`src/rtl/aes_uart_pkg.sv`:
```
// Shared types and constants for the UART-to-AES receive path.
package aes_uart_pkg;

    localparam int unsigned AES_BLOCK_BYTES = 16;
    localparam int unsigned AES_BLOCK_W     = 128;

    typedef logic [AES_BLOCK_W-1:0] aes_block_t;

    typedef enum logic {
        COLLECT = 1'b0,
        PENDING = 1'b1
    } packer_state_e;

endpackage

```
`src/rtl/idle_timeout_counter.sv`:
```
// Counts run cycles since the last clear; o_expired flags the LIMIT-1 count. LIMIT=0 disables it.
module idle_timeout_counter #(
    parameter int unsigned WIDTH = 20,
    parameter int unsigned LIMIT = 1_000_000
) (
    input  logic i_clk,
    input  logic i_reset_n,
    input  logic i_clear,
    input  logic i_run,
    output logic o_expired
);

    logic [WIDTH-1:0] cnt_q;

    assign o_expired = (LIMIT != 0) && i_run && (cnt_q == WIDTH'(LIMIT - 1));

    always_ff @(posedge i_clk or negedge i_reset_n) begin
        if (!i_reset_n) begin
            cnt_q <= '0;
        end else if (i_clear) begin
            cnt_q <= '0;
        end else if (i_run && !o_expired && (LIMIT != 0)) begin
            cnt_q <= cnt_q + WIDTH'(1);
        end
    end

endmodule

```
`src/rtl/uart_block_packer.sv`:
```
// Packs UART characters into a block with a double-buffered valid/ready output, idle timeout
// discard of partial blocks, and a sticky overrun flag.
module uart_block_packer
    import aes_uart_pkg::*;
#(
    parameter int unsigned N_DATA_BITS    = 8,
    parameter int unsigned N_BYTES        = AES_BLOCK_BYTES,
    parameter int unsigned TIMEOUT_CYCLES = 1_000_000
) (
    input  logic                             i_clk,
    input  logic                             i_reset_n,
    input  logic [N_DATA_BITS-1:0]           i_byte,
    input  logic                             i_byte_valid,
    input  logic                             i_flush,
    output logic [N_BYTES*N_DATA_BITS-1:0]   o_block,
    output logic                             o_block_valid,
    input  logic                             i_block_ready,
    output logic [$clog2(N_BYTES):0]         o_byte_count,
    output logic                             o_overrun,
    output logic                             o_timeout
);

    localparam int unsigned BW = N_BYTES * N_DATA_BITS;
    localparam int unsigned CW = $clog2(N_BYTES) + 1;
    localparam int unsigned TW = (TIMEOUT_CYCLES > 1) ? $clog2(TIMEOUT_CYCLES) : 1;
    localparam logic [CW-1:0] LAST = CW'(N_BYTES - 1);
    localparam logic [CW-1:0] FULL = CW'(N_BYTES);

    packer_state_e           state_q;
    logic                    valid_prev_q;
    logic                    edge_q;
    logic [N_DATA_BITS-1:0]  byte_q;
    logic [BW-1:0]           asm_q;

    logic          accept, capture, drop, out_free;
    logic          xfer_collect, xfer_pending;
    logic          idle_run, idle_clear, idle_expired;
    logic [BW-1:0] asm_wr;

    always_comb begin
        accept       = o_block_valid & i_block_ready;
        out_free     = ~o_block_valid | i_block_ready;
        capture      = edge_q & ~i_flush & (state_q == COLLECT);
        drop         = edge_q & ~i_flush & (state_q == PENDING);
        xfer_collect = capture & (o_byte_count == LAST) & out_free;
        xfer_pending = ~i_flush & (state_q == PENDING) & accept;
        idle_run     = (state_q == COLLECT) && (o_byte_count != '0) && (o_byte_count < FULL);
        idle_clear   = i_flush | capture | ~idle_run;
        asm_wr       = asm_q;
        for (int k = 0; k < N_BYTES; k++) begin
            if (o_byte_count == CW'(k)) begin
                asm_wr[k*N_DATA_BITS +: N_DATA_BITS] = byte_q;
            end
        end
    end

    idle_timeout_counter #(
        .WIDTH (TW),
        .LIMIT (TIMEOUT_CYCLES)
    ) u_idle (
        .i_clk     (i_clk),
        .i_reset_n (i_reset_n),
        .i_clear   (idle_clear),
        .i_run     (idle_run),
        .o_expired (idle_expired)
    );

    always_ff @(posedge i_clk or negedge i_reset_n) begin
        if (!i_reset_n) begin
            state_q       <= COLLECT;
            valid_prev_q  <= 1'b0;
            edge_q        <= 1'b0;
            byte_q        <= '0;
            asm_q         <= '0;
            o_block       <= '0;
            o_block_valid <= 1'b0;
            o_byte_count  <= '0;
            o_overrun     <= 1'b0;
            o_timeout     <= 1'b0;
        end else begin
            valid_prev_q <= i_byte_valid;
            edge_q       <= i_byte_valid & ~valid_prev_q;
            byte_q       <= i_byte;
            o_timeout    <= 1'b0;

            if (drop) begin
                o_overrun <= 1'b1;
            end

            // A transfer landing on an acceptance edge keeps valid high with the new block.
            if (xfer_collect || xfer_pending) begin
                o_block       <= xfer_collect ? asm_wr : asm_q;
                o_block_valid <= 1'b1;
            end else if (accept) begin
                o_block_valid <= 1'b0;
            end

            if (i_flush) begin
                asm_q        <= '0;
                o_byte_count <= '0;
                state_q      <= COLLECT;
            end else if (capture) begin
                if (o_byte_count != LAST) begin
                    asm_q        <= asm_wr;
                    o_byte_count <= o_byte_count + CW'(1);
                end else if (out_free) begin
                    o_byte_count <= '0;
                end else begin
                    asm_q        <= asm_wr;
                    o_byte_count <= FULL;
                    state_q      <= PENDING;
                end
            end else if (xfer_pending) begin
                o_byte_count <= '0;
                state_q      <= COLLECT;
            end else if (idle_expired) begin
                o_byte_count <= '0;
                o_timeout    <= 1'b1;
            end
        end
    end

endmodule

```
`config.mk`:
```
export PLATFORM = sky130hd
export DESIGN_NAME = uart_block_packer
export DESIGN_NICKNAME = d
export VERILOG_FILES = /design/src/rtl/aes_uart_pkg.sv /design/src/rtl/idle_timeout_counter.sv /design/src/rtl/uart_block_packer.sv
export SDC_FILE = /design/constraint.sdc
export NUM_CORES = 1
export LEC_CHECK = 0
export CAP_MARGIN = 20
export CORE_MARGIN = 3
export CORE_UTILIZATION = 55
export CTS_CLUSTER_DIAMETER = 30
export DETAILED_ROUTE_END_ITERATION = 16
export PLACE_DENSITY_LB_ADDON = 0.1
export SETUP_SLACK_MARGIN = 0.1
export SLEW_MARGIN = 20
export SYNTH_ARGS = -nofsm -noshare
export SYNTH_HDL_FRONTEND = slang
export SYNTH_SLANG_ARGS = --single-unit
```
`constraint.sdc`:
```
create_clock -name i_clk -period 3 [get_ports i_clk]
set_clock_uncertainty 0.05 [all_clocks]
set_input_delay 0.6 -clock i_clk [delete_from_list [all_inputs] [get_ports i_clk]]
set_output_delay 0.6 -clock i_clk [all_outputs]
set_load 0.005 [all_outputs]
```
==> results.toml <==
[status]
status = "finished, violations left"
violations = "hold timing"

[placement]
io_buffers = 148
place.gp.congestion = 0.8442
hpwl_mm = 16.83

[floorplan]
core.rowCount = 53
io_pins = 149
initial_utilization_pct = 56.41
fp.dieW_um = 153.5
coreArea_um2 = 21220
dieArea_um2 = 23570
die_h_um = 153.5

[final_layout]
area_growth_pct = 29.18
layout.nets = 1076
n_antenna_cell = 0
drive_above_1_share_pct = 21.66
num-fill-cells = 1462
post-route-util_pct = 72.87

[route]
postRouteAntennaNets = 0
drt-pass1-iter-count = 4
drt_iter0_drc = 499
via_count = 7806
routed_wl_mm = 27.51
avgRoutedWirePerCell_um = 20.02
via_per_inst = 5.681
drc = 0

[job]
max_cap_violations = 0

[timing]
fmax_mhz = 397.5
maxSlewViolCount = 0
tns_ns = 0
tightest_slew_ns = 1.111
fin_hold_ws_ns = -0.01941
setup_viol = 0
max-slew-margin-rel_pct = 25.90
min_period_ns = 2.516
rsz0062_at_grt = "no"
finalHoldViolCount = 3
final.period_utilization_pct = 83.86

[critical_path]
slowest_stage = "o41ai_2"
critPathMaxFanout = 8
critical_path.cell_chain = "ha_1 -> nand4b_1 -> buf_4 -> o41ai_2 -> and2_1 -> a221o_1"
critPathArrivalTime_ns = 2.93
critPathMaxStageDelay_ns = 0.67
worst-setup-path-type = "reg -> reg"
cp.required_ns = 3.42
cp-start-kind = "flip-flop"
critPathCaptureType = "flip-flop"

[synth]
yosys_warnings = 0
ys_types = 51
yosysSeqAreaShare_pct = 61.67
synth-seq-cells = 295
syn_area_um2 = 11970
async_reset_ff_share_pct = 100.0
synthFlopType = "dfrtp_1"
avgSynthCellArea_um2 = 13.18
synth_edf_count = 0
syn_nets = 926
syn_inst = 908

[power_and_ir_drop]
power-per-cell-area_nw_per_um2 = 643.8
ir_worst_vdd_mv = 0.4763
leakagePower_nw = 7.395

[global_route]
grt-ovfl-total = 0
grt_usage_pct = 23.96
grt_first_pass_wirelength_mm = 45.56
grt_pass1_vias = 8143
grt_max_degree = 83
antenna_found_initial = 0

[clock_tree]
h-tree-depth = 2
ctsResizeCount = 0
clock_sinks = 295
cts_hold_buf = 0
clock_latency_ns = 0.54
clock-root-buffer = "clkbuf_16"
path_clk_slew_ns = 0.05
cts_buffer_depth = 3
postCtsSetupRepairBufs = 0
tritoncts = "built"
cts_made_buffers = 49

[worst_hold_path]
hold_class = "in -> async"
where the power goes:
group	switching [mW]	total, mW	internal, mW
clock	1.96	5.69	3.74
combinational	0.143	0.199	0.0552
sequential	0.0618	4.06	4.00
cell families (layout without fill, tap and decap cells):
logic type	Yosys count	in the layout	synth area share, %
AOI/OAI and AO/OA	139	139	9.575
xor gates and xnor gates	7	7	0.5122
adders and majority gates	5	5	0.5226
buffers and inverters	76	267	2.592
DFF	295	295	61.67
muxes	171	171	15.47
and+or+nand+nor	215	215	9.658
layout make-up:
class | instances | area [um2] | area share (%)
Clock inverter | 30 | 345.3 | 2.233
Clock buffer | 62 | 1388 | 8.973
Inverter | 8 | 30.03 | 0.1942
Multi-Input combinational cell | 537 | 4298 | 27.79
Sequential cell | 295 | 7382 | 47.74
Timing Repair Buffer | 167 | 1677 | 10.84
Tap cell | 275 | 344.1 | 2.225
worst max-delay path, delay by kind of cell (launching register included):
family / cells / cell delay, ns
AOI/OAI and AO/OA: 2 / 0.77
adders and majority gates: 1 / 0.29
buffers and inverters: 1 / 0.32
DFF: 1 / 0.41
and+or+nand+nor: 2 / 0.61
cell usage after synthesis, drive strengths merged (2+ instances only):
master	instances	share of area [%]
nand2b	3	0.16
mux2i	59	4.9
nor2b	20	1.0
o41ai	3	0.41
and4b	5	0.42
xor2	2	0.15
a22o	54	4.0
nand4	5	0.26
or3	5	0.29
nand4b	2	0.15
xnor2	5	0.37
o31ai	4	0.25
nor2	69	2.2
a22oi	8	0.50
ha	5	0.52
inv	8	0.25
mux2	112	11
o211ai	5	0.44
nor4	4	0.21
a221o	24	2.0
or4	5	0.32
a31oi	10	0.52
a31o	2	0.15
nand2	25	0.78
clkbuf	44	1.4
nand3	11	0.50
a21oi	10	0.42
nor3	8	0.43
buf	24	0.96
and2	28	1.5
or2	2	0.10
nor4b	2	0.15
dfrtp	295	62
nor3b	4	0.25
and4	2	0.15
and3	13	0.68
o21ai	14	0.59
metal layers:
| layer | wire (um) | share of wire, % | up-vias | GRT usage [%] |
|---|---|---|---|---|
| li1 | - | - | 3596 | - |
| met1 | 12710 | 46 | 3948 | 35.79 |
| met2 | 12970 | 47 | 228 | 36.43 |
| met3 | 1426 | 5.2 | 34 | 4.982 |
| met4 | 402 | 1.5 | 0 | 6.224 |
| met5 | 0 | 0 | - | 0 |
final timing paths:
path                                             start                            to  slack [ns]  cells after the start
hold reg to reg                 valid_prev_q$_DFF_PN0_              edge_q$_DFF_PN0_        0.34                      1
setup / recovery           o_byte_count[0]$_DFFE_PN0P_      o_block[103]$_DFFE_PN0P_        0.48                      6
hold / removal                               i_reset_n       o_block[75]$_DFFE_PN0P_       -0.02                      1
setup reg to reg           o_byte_count[0]$_DFFE_PN0P_      o_block[103]$_DFFE_PN0P_        0.48                      6
max in group asynchronous                    i_reset_n  u_idle.cnt_q[16]$_DFFE_PN0P_        2.11                      2
min in group i_clk              valid_prev_q$_DFF_PN0_              edge_q$_DFF_PN0_        0.34                      1
cell usage in the layout (no fill, tap or decap), drive strengths merged, types with 5 or more instances in the layout:
cell type,count
or3,5
clkdlybuf4s50,146
nor3,8
and2,28
a22o,54
o211ai,5
mux2i,59
dfrtp,295
nor2b,20
inv,13
bufinv,5
and4b,5
mux2,112
and3,13
nand2,25
xnor2,5
nor2,69
a22oi,8
ha,5
buf,21
a31oi,10
nand4,5
a221o,24
o21ai,14
clkinv,10
clkinvlp,10
clkbuf,62
or4,5
a21oi,10
nand3,11
stage by stage:
step	worst slack, ns	hold WS [ns]	power (mW)	instance area [um2]	std cells
2_1_floorplan	0.8272	0.2544	4.169	11970	908
3_3_place_gp	0.2841	0.3411	4.330	13730	1282
3_5_place_dp	0.1990	0.3334	4.334	13730	1282
4_1_cts	0.4558	0.02331	10.05	15460	1374
5_1_grt	0.2516	0.03365	10.27	15460	1374
6_report	0.4841	-0.01941	9.956	15460	1374
registers in the layout (all words and copies together) (netlist names):
| signal | count |
|---|---|
| u_idle.cnt_q | 20 |
| byte_q | 8 |
| valid_prev_q | 1 |
| o_timeout | 1 |
| o_block_valid | 1 |
| edge_q | 1 |
| o_byte_count | 5 |
| asm_q | 128 |
| state_q | 1 |
| o_block | 128 |
| o_overrun | 1 |
(Power assumes the default switching activity.)
